===== config.mk =====
export PLATFORM = sky130hd
export DESIGN_NAME = reg_file_8x
export DESIGN_NICKNAME = d
export VERILOG_FILES = /design/src/rtl/cpu_pkg.sv /design/src/rtl/reg_onehot_check.sv /design/src/rtl/reg_file_8x.sv
export SDC_FILE = /design/constraint.sdc
export NUM_CORES = 1
export LEC_CHECK = 0
export ABC_AREA = 1
export BUFFER_PORTS_ARGS = -buffer_cell sky130_fd_sc_hd__buf_2
export CAP_MARGIN = 20
export CORE_UTILIZATION = 29
export CTS_CLUSTER_SIZE = 20
export DETAILED_ROUTE_END_ITERATION = 16
export MAX_ROUTING_LAYER = met4
export PLACE_DENSITY = 0.54
export RECOVER_POWER = 25
export SKIP_CTS_REPAIR_TIMING = 1
export SYNTH_ARGS = -nofsm -noshare
export SYNTH_HDL_FRONTEND = slang
export SYNTH_SLANG_ARGS = --single-unit

===== constraint.sdc =====
create_clock -name clk -period 6.4 [get_ports clk]
set_input_delay 0.64 -clock clk [delete_from_list [all_inputs] [get_ports clk]]
set_output_delay 0.64 -clock clk [all_outputs]
set_load 0.01 [all_outputs]

===== src/rtl/cpu_pkg.sv =====
// Shared CPU datapath constants, types and the register-enable legality helper.
package cpu_pkg;

    localparam int NUM_REGS   = 8;
    localparam int REG_ADDR_W = 3;

    typedef logic [REG_ADDR_W-1:0] reg_addr_t;

    // True for an all-zero (idle) or single-hot enable pattern.
    function automatic logic onehot_ok(input logic [NUM_REGS-1:0] v);
        return (v & (v - 1'b1)) == '0;
    endfunction

endpackage


===== src/rtl/reg_onehot_check.sv =====
// Classifies the decoder's register-enable bus into idle / legal / illegal
// and encodes the selected register index.
module reg_onehot_check
    import cpu_pkg::*;
(
    input  logic [NUM_REGS-1:0] reg_en,
    output logic                is_idle,
    output logic                is_legal,
    output logic                is_illegal,
    output reg_addr_t           enc_idx
);

    // is_legal covers idle too; a real write is is_legal && !is_idle.
    assign is_idle    = (reg_en == '0);
    assign is_legal   = onehot_ok(reg_en);
    assign is_illegal = !is_legal;

    always_comb begin
        enc_idx = '0;
        for (int i = 0; i < NUM_REGS; i++) begin
            if (reg_en[i]) enc_idx = reg_addr_t'(i);
        end
    end

endmodule


===== src/rtl/reg_file_8x.sv =====
// Eight-entry register file fed by a one-hot enable bus, with two registered
// read ports, optional write bypass, sticky multi-hot error and write counter.
module reg_file_8x
    import cpu_pkg::*;
#(
    parameter int WIDTH   = 16,
    parameter int ZERO_R0 = 1,
    parameter int BYPASS  = 1
) (
    input  logic                clk,
    input  logic                rst,
    input  logic [NUM_REGS-1:0] reg_en,
    input  logic [WIDTH-1:0]    wr_data,
    input  reg_addr_t           rd_sel_a,
    input  reg_addr_t           rd_sel_b,
    output logic [WIDTH-1:0]    rd_data_a,
    output logic [WIDTH-1:0]    rd_data_b,
    input  logic                err_clr,
    output logic                onehot_err,
    output logic [7:0]          wr_count
);

    logic [WIDTH-1:0] regs [NUM_REGS];

    logic      is_idle;
    logic      is_legal;
    logic      is_illegal;
    reg_addr_t enc_idx;

    reg_onehot_check u_check (
        .reg_en    (reg_en),
        .is_idle   (is_idle),
        .is_legal  (is_legal),
        .is_illegal(is_illegal),
        .enc_idx   (enc_idx)
    );

    logic wr_accept;
    logic wr_store;
    logic [WIDTH-1:0] rd_next_a;
    logic [WIDTH-1:0] rd_next_b;

    // A write to r0 under ZERO_R0 is accepted (counted) but never stored.
    assign wr_accept = is_legal && !is_idle;
    assign wr_store  = wr_accept && !((ZERO_R0 != 0) && (enc_idx == '0));

    function automatic logic [WIDTH-1:0] read_val(input reg_addr_t sel);
        logic [WIDTH-1:0] v;
        v = regs[sel];
        if ((BYPASS != 0) && wr_accept && (enc_idx == sel))
            v = wr_data;
        if ((ZERO_R0 != 0) && (sel == '0))
            v = '0;
        return v;
    endfunction

    assign rd_next_a = read_val(rd_sel_a);
    assign rd_next_b = read_val(rd_sel_b);

    always_ff @(posedge clk or posedge rst) begin
        if (rst) begin
            for (int i = 0; i < NUM_REGS; i++) regs[i] <= '0;
        end else if (wr_store) begin
            regs[enc_idx] <= wr_data;
        end
    end

    always_ff @(posedge clk or posedge rst) begin
        if (rst) begin
            rd_data_a <= '0;
            rd_data_b <= '0;
        end else begin
            rd_data_a <= rd_next_a;
            rd_data_b <= rd_next_b;
        end
    end

    // Set beats clear when both occur on the same edge.
    always_ff @(posedge clk or posedge rst) begin
        if (rst)             onehot_err <= 1'b0;
        else if (is_illegal) onehot_err <= 1'b1;
        else if (err_clr)    onehot_err <= 1'b0;
    end

    always_ff @(posedge clk or posedge rst) begin
        if (rst)                                 wr_count <= '0;
        else if (wr_accept && wr_count != 8'hFF) wr_count <= wr_count + 8'd1;
    end

endmodule


==> results.yml <==
synth:
  synth_enable_flop_cells: 0
  synth_top_area_share: 0.474
  ys_top_cells_by_area: "dfrtp_1 47%, nand2_1 12%, o211ai_1 7.7%"
  synth-main-ff-cell: "dfrtp_1"
  synth_seq_cells: 169
  syn_area_per_cell_sq_um: 7.77
  yosys.area.top_type: "dfrtp_1"
  yosysSeqAreaShare: 0.474
  yosysWarnings: 0
  syn_area_sq_mm: 0.00892
  yosysMostFrequentCell: "nand2_1"
  syn_nets: 1182
  ys_types: 27
  synth_common_cells: "286 x nand2_1, 169 x dfrtp_1, 110 x nand3_1, 104 x o21ai_0, 100 x inv_1"
  postSynth.asyncResetShare: 1.00
  netlist_instances: 1148
timing:
  drv_slew: 0
  maxSlewHeadroom: 0.319
  max_freq_mhz: 403
  worst_slew_pin_slew_ns: 1.02
  setup_viol: 0
  rsz0062_at_grt: "no"
  hold_viol_final: 0
  min_period_over_period: 0.388
  finalWorstSetupSlack_ns: 3.92
  timing.final.crit_period_ns: 2.48
  fin_tns_setup_ns: 0
  skew_ns: 0.00800
placed_design:
  hpwl_microns: 16300
  io_buffers: 73
  dp_slack_ns: 3.35
  dpl_cell_area_sq_mm: 0.00945
  gp_congestion: 0.813
global_route:
  grt_max_degree: 100
  track_usage: 0.182
  grt_pass1_wl_microns: 42600
  antenna_found_initial: 0
  grt_pass1_vias: 7597
  gr-total-overflow: 0
routing:
  drcViolationCount: 0
  postRouteAntennaNets: 0
  wl_per_cell_microns: 16.7
  drt_wl_total_microns: 26200
  drt_iter0_drc: 652
  firstDrtPassIters: 5
  dr_total_vias: 7776
  viasPerCell: 4.96
cts:
  cts-root-buf: "clkbuf_16"
  clk_latency_ns: 0.43
  cts_tree: "done"
  cts_buffer_depth: 2
  clkSinkCount: 169
  path_clk_slew_ns: 0.07
  htree_num_levels: 4
  cts_made_buffers: 17
final_layout:
  nets: 1198
  multiInputGateArea_sq_mm: 0.00390
  n_antenna_cell: 0
  fill_cells: 3182
  stdcell_area_sq_mm: 0.0101
  area_delta_synth_final_pct: 13.1
  regArea_sq_mm: 0.00423
  drive_gt1_frac: 0.132
die:
  coreArea_sq_mm: 0.0300
  rows: 63
  initial_utilization: 0.298
  dieArea_sq_mm: 0.0315
  die_x_microns: 177
  num_io_pins: 74
  die_y_microns: 177
power_and_ir_drop:
  powerDensity_mw_per_mm2: 246
  p_total_mw: 2.48
  peakVddDrop_mv: 0.193
  p_leak_nw: 4.75
outcome:
  outcome: "finished, final reports clean"
job:
  max_cap_viol_count: 0
setup_path:
  arrival_ns: 2.77
  cp-end-kind: "flip-flop"
  cp.required_ns: 6.69
  cp_max_fo: 32
  worstSetupStartpointType: "input port"
  path_class: "in2reg"
worst_hold_path:
  hold_class: "reg2reg"
where the power goes:
| part | switching [mW] | leakage [nW] | total, mW | internal [mW] |
|---|---|---|---|---|
| sequential | 0.0255 | 2.32 | 1.13 | 1.11 |
| combinational | 0.194 | 2.15 | 0.279 | 0.0848 |
| clock | 0.472 | 0.286 | 1.07 | 0.595 |
metal layers:
| metal | wire (microns) | vias up | part of all wire | GRT usage |
|---|---|---|---|---|
| met1 | 12200 | 3700 | 0.47 | 0.242 |
| met3 | 1340 | 39 | 0.051 | 0.0291 |
| met4 | 542 | 0 | 0.021 | 0.0495 |
| met2 | 12000 | 215 | 0.46 | 0.287 |
| met5 | 0 | - | 0 | - |
| li1 | - | 3822 | - | - |
final timing paths:
path,start,end,slack (ns),depth (start not counted)
max in group asynchronous,rst,rd_data_a[9],4.50,3
setup reg to reg,wr_count[0],wr_count[5],4.76,9
hold reg to reg,regs[126],regs[126],0.40,0
min in group asynchronous,rst,regs[30],0.45,2
setup / recovery,reg_en[3],regs[47],3.92,11
hold / removal,regs[126],regs[126],0.40,0
placed cells by master (no fill, tap or decap):
cell	count
inv_1	100
nor2_2	2
nand3_1	110
buf_4	11
nand2_4	2
buf_8	1
xor2_1	4
clkbuf_8	1
o21ai_2	19
buf_2	70
dfrtp_1	169
clkinv_4	5
inv_8	1
o21ai_1	31
inv_2	2
nand2_1	286
clkinvlp_4	3
clkbuf_16	17
bufinv_16	2
nand3b_1	1
inv_6	4
nand3_2	3
nor2_4	6
o21ai_0	104
o211ai_1	91
clkbuf_1	1
nand2_2	5
a21oi_1	34
buf_16	1
xnor2_1	4
nor2_1	84
nor3_1	2
ha_1	1
critical path, cell delays in order:
cell and delay, ns:
buf_2 0.11, nor2_1 0.20, nand2_1 0.15, nand2_4 0.09, nand3_2 0.09, nor2_4 0.23
nand2_2 0.10, inv_2 0.10, nand3_2 0.69, nand2_1 0.28, o21ai_2 0.07
per-stage QoR:
step	hold slack, ns	util	std cells
finish	0.402	0.337	1567
global route	0.408	0.337	1567
CTS	0.398	0.335	1565
detailed placement	0.382	0.315	1533
global placement	0.383	0.315	1533
floorplan	0.440	-	1148
state kept, by name, indices dropped and copies added, names as in the netlist:
| register | count |
|---|---|
| onehot_err | 1 |
| wr_count | 8 |
| regs | 128 |
| rd_data_b | 16 |
| rd_data_a | 16 |
layout make-up:
| class | count | share of cell area |
|---|---|---|
| Inverter | 103 | 0.0388 |
| Tap cell | 390 | 0.0484 |
| Sequential cell | 169 | 0.419 |
| Clock buffer | 18 | 0.0435 |
| Timing Repair Buffer | 84 | 0.0475 |
| Clock inverter | 14 | 0.0162 |
| Multi-Input combinational cell | 789 | 0.386 |
logic make-up (layout without fill, tap and decap cells):
group                      Yosys count  after routing  share of synthesized area
buffers and inverters              190            219                     0.0885
and+or+nand+nor                    501            501                      0.238
adders and majority gates            1              1                    0.00140
xor gates and xnor gates             8              8                    0.00786
DFF                                169            169                      0.474
AOI/OAI and AO/OA                  279            279                      0.190
(Power assumes the default switching activity.)
